$ cat src/rtl/arb_mux_rr.sv
// arb_mux_rr: registered NUM_CH:1 valid/ready mux, round-robin or fixed priority, packets never interleaved
module arb_mux_rr #(
  parameter int WIDTH = 32,
  parameter int NUM_CH = 4,
  localparam int SEL_W = $clog2(NUM_CH)
) (
  input  logic                    clk,
  input  logic                    reset,
  input  logic                    mode,
  input  logic [NUM_CH*WIDTH-1:0] in_data,
  input  logic [NUM_CH-1:0]       in_last,
  input  logic [NUM_CH-1:0]       in_valid,
  output logic [NUM_CH-1:0]       in_ready,
  output logic [WIDTH-1:0]        out_data,
  output logic                    out_last,
  output logic [SEL_W-1:0]        out_ch,
  output logic                    out_valid,
  input  logic                    out_ready
);
  typedef enum logic {ARB, LOCK} state_e;
  state_e state_q, state_d;
  logic [SEL_W-1:0] lk_q, lk_d, ptr_q, ptr_d, gsel, ch_q;
  logic [NUM_CH-1:0] grant;
  logic [WIDTH-1:0] data_q;
  logic gnt_any, load_en, acc, g_last, last_q, valid_q;

  function automatic logic [SEL_W-1:0] wrap(input int c);
    return SEL_W'(c >= NUM_CH ? c - NUM_CH : c);
  endfunction

  always_ff @(posedge clk) begin
    if (reset) begin
      state_q <= ARB;
      lk_q <= '0;
      ptr_q <= '0;
    end else begin
      state_q <= state_d;
      lk_q <= lk_d;
      ptr_q <= ptr_d;
    end
  end

  // Descending scan so the last hit is the highest-priority candidate
  always_comb begin
    gsel = lk_q;
    gnt_any = in_valid[lk_q];
    if (state_q == ARB) begin
      gsel = '0;
      gnt_any = |in_valid;
      for (int k = NUM_CH - 1; k >= 0; k--)
        if (in_valid[wrap(mode ? k : int'(ptr_q) + k)]) gsel = wrap(mode ? k : int'(ptr_q) + k);
    end
  end

  always_comb begin
    state_d = state_q;
    lk_d = lk_q;
    ptr_d = ptr_q;
    if (acc) begin
      state_d = g_last ? ARB : LOCK;
      lk_d = gsel;
      if (g_last && !mode) ptr_d = (gsel == SEL_W'(NUM_CH - 1)) ? '0 : gsel + SEL_W'(1);
    end
  end

  always_comb begin
    load_en = !valid_q || out_ready;
    acc = gnt_any && load_en && !reset;
    grant = gnt_any ? NUM_CH'(1) << gsel : '0;
    in_ready = grant & {NUM_CH{load_en && !reset}};
    g_last = in_last[gsel];
  end

  always_ff @(posedge clk) begin
    if (reset) begin
      valid_q <= 1'b0;
      data_q <= '0;
      last_q <= 1'b0;
      ch_q <= '0;
    end else if (acc) begin
      valid_q <= 1'b1;
      data_q <= in_data[int'(gsel)*WIDTH +: WIDTH];
      last_q <= g_last;
      ch_q <= gsel;
    end else if (out_ready) begin
      valid_q <= 1'b0;
    end
  end

  assign out_data = data_q;
  assign out_last = last_q;
  assign out_ch = ch_q;
  assign out_valid = valid_q;
endmodule
$ cat config.mk
export PLATFORM = sky130hd
export DESIGN_NAME = arb_mux_rr
export DESIGN_NICKNAME = d
export VERILOG_FILES = /design/src/rtl/arb_mux_rr.sv
export SDC_FILE = /design/constraint.sdc
export NUM_CORES = 1
export LEC_CHECK = 0
export ABC_AREA = 1
export BUFFER_PORTS_ARGS = -buffer_cell sky130_fd_sc_hd__buf_2
export CAP_MARGIN = 15
export CORE_MARGIN = 8
export CORE_UTILIZATION = 49
export DETAILED_ROUTE_END_ITERATION = 8
export PLACE_DENSITY_LB_ADDON = 0.12
export SETUP_SLACK_MARGIN = 0.4
export SKIP_CTS_REPAIR_TIMING = 1
export SLEW_MARGIN = 40
export SYNTH_ARGS = -nofsm -noshare
export SYNTH_HDL_FRONTEND = slang
export SYNTH_SLANG_ARGS = --single-unit
$ cat constraint.sdc
create_clock -name clk -period 4.4 [get_ports clk]
set_clock_uncertainty 0.1 [all_clocks]
set_input_delay 1.1 -clock clk [delete_from_list [all_inputs] [get_ports clk]]
set_output_delay 1.1 -clock clk [all_outputs]
set_load 0.02 [all_outputs]
==> qor.yml <==
outcome:
  outcome: "complete, no violations"
yosys:
  syn_inst: 574
  syn_nets: 718
  synth_warnings: 0
  synth_top_area_share_pct: 23.9
  syn_area_mm2: 0.00327
  yosys-top-cells-area: "dfxtp_1, nand2_1, inv_1"
  synth-seq-cells: 39
  yosysSeqAreaShare_pct: 23.9
  synth_cell_types: 25
  syn_avg_cell_area_um2: 5.69
  synth_top_cell_by_area: "dfxtp_1"
sta:
  final.setup.tns_ps: 0
  timing.final.crit_share_pct: 88.4
  rsz0062_at_grt: "no"
  finalCriticalPeriod_ps: 3890
  worst_pin_slew_ps: 556
  setup_viol: 0
  slew_violations: 0
  fmax_ghz: 0.257
  slew-limit-headroom_pct: 63.0
  hold-worst-slack_ps: 436
  finalHoldViolCount: 0
drt:
  vias: 3948
  dr.pass1.iters: 4
  final_antenna_net_count: 0
  first_iter_violations: 171
  wl_per_cell_um: 12.6
  drc: 0
  drt-vias-per-instance: 4.82
  routed_wl_um: 10400
critical_path:
  reg2reg_slack_ps: 1540
  cp.required_ps: 3200
  critPathLaunchType: "input pin"
  r2r-start: "ptr_q[0]"
  path_class: "input pin to primary output"
  cp-startpoint: "mode"
  endpoint_kind: "primary output"
  ff2ff_path_depth: 17
  path_max_fanout: 4
  crit_arrival_ps: 2690
power_and_ir_drop:
  swShare_pct: 47.4
  switching_power_uw: 943
  power_frac_clock_pct: 15.6
  power.density_mw_per_mm2: 465
  ir_drop_v: 0.000264
  p_total_uw: 1990
  p_int_uw: 1050
  p_seq_share_pct: 24.3
  p_leak_uw: 0.00264
  pwr-share-comb_pct: 60.2
floorplan:
  die_h_um: 97.7
  coreArea_mm2: 0.00639
  initial_core_util_pct: 51.2
  die_x_um: 97.7
  rows: 29
  dieArea_mm2: 0.00954
  io_pins: 180
job:
  drv_cap: 0
clock_tree:
  clk_pin_slew_ps: 70
  clk_latency_ps: 280
  htreeDepth: 2
  clockBufferDepth: 2
  cts_tree: "built"
  cts_sinks: 39
  cts_root_buffer: "clkbuf_8"
  cts_buffers: 5
cells_and_area:
  final_util_pct: 67.0
  diodes: 0
  drive_above_1_share_pct: 33.7
  multi_input_area_mm2: 0.00191
  syn2layout_area_growth_pct: 30.9
  regArea_um2: 781
  fin_nets: 885
  fill_cells: 638
global_routing:
  grt_pass1_vias: 3795
  antenna_found_initial: 0
  grt_overflow_total: 0
  grt_start_max_net_pins: 53
  grt_usage_pct: 20.4
  grt_pass1_wl_um: 16800
min_path:
  min_path_type: "register to register"
  hp-start: "out_valid"
  worstHoldPathCells: 2
placed_design:
  dp_hpwl_um: 8060
  place_congestion: 0.814
  io_buffer_count: 179
==> flip-flops by register name, summed over array words and instances (netlist names) <==
signal,cells
out_ch,2
out_data,32
out_last,1
out_valid,1
ptr_q,2
state_q,1
==> metrics by stage <==
step / instance area [µm²] / worst slack (ps) / cells
2_1_floorplan: 3270 / 538 / 574
3_3_place_gp: 4070 / 380 / 804
3_5_place_dp: 4070 / 258 / 804
4_1_cts: 4180 / 261 / 812
5_1_grt: 4280 / 372 / 819
6_report: 4280 / 511 / 819
==> kinds of logic after synthesis <==
| kind of cell | Yosys count | share of synthesized area, % |
|---|---|---|
| buffers and inverters | 124 | 18.5 |
| AOI/OAI and AO/OA | 80 | 13.2 |
| and+or+nand+nor | 327 | 42.9 |
| DFF | 39 | 23.9 |
| adders and majority gates | 4 | 1.53 |
==> worst max-delay path, cell delays in order <==
cell,delay [ps]
buf_2,120
nor2_2,150
nand2_1,120
nand3_1,130
nand2_1,70
nand2_1,100
nand2_1,60
nand2_1,70
nand3_2,90
nand2_4,150
ha_1,180
inv_1,50
nor2_1,120
buf_4,170
==> cell usage in the layout, fill, tap and decap left out, drive strengths merged <==
| cell | instances |
|---|---|
| dfxtp | 39 |
| a31oi | 2 |
| bufinv | 1 |
| o21ai | 37 |
| or2 | 1 |
| buf | 193 |
| clkinv | 3 |
| nand3 | 49 |
| nor4 | 1 |
| ha | 4 |
| nor2 | 74 |
| o211ai | 1 |
| nand2 | 200 |
| a21oi | 40 |
| clkbuf | 6 |
| nand3b | 2 |
| inv | 89 |
==> layer usage <==
layer  track usage (%)  wire length (µm)  vias to the layer above
li1                  -                 -                     2076
met1              22.2              4110                     1721
met2              35.7              5220                      134
met3              7.18               838                       17
met4              6.64               184                        0
met5                 0                 0                        -
==> synth_stat cells <==
library cell / n
a21oi_1: 33
a21oi_2: 7
a31oi_1: 2
buf_12: 4
buf_2: 13
buf_4: 7
buf_6: 4
clkbuf_1: 5
dfxtp_1: 39
ha_1: 4
inv_1: 86
inv_2: 5
nand2_1: 172
nand2_2: 26
nand2_4: 2
nand3_1: 46
nand3_2: 3
nand3b_1: 2
nor2_1: 72
nor2_2: 2
nor4_1: 1
o211ai_1: 1
o21ai_0: 4
o21ai_1: 33
or2_1: 1
==> power by group through the flow <==
| stage | clock [µW] | sequential (µW) | combinational (µW) |
|---|---|---|---|
| after floorplan | 0 | 572 | 883 |
| after detailed placement | 0 | 488 | 1150 |
| after CTS | 318 | 481 | 1150 |
| final | 309 | 482 | 1200 |
| after global routing | 339 | 494 | 1350 |
| after global placement | 0 | 486 | 1120 |
==> final cells by class <==
class                   instances  share of cell area (%)
inverters                      91                    8.39
clock buffers                   6                    1.93
well taps                      77                    2.25
multi-input cells             411                    44.5
flip-flops and latches         39                    18.3
clock inverters                 2                   0.819
repair buffers                193                    23.8
==> path summary, 6_finish.rpt <==
path	endpoint
max reg2reg	out_last
max	in_ready[0]
min reg2reg	out_valid
min	out_valid
No activity file was read; power rests on OpenSTA's default activity.
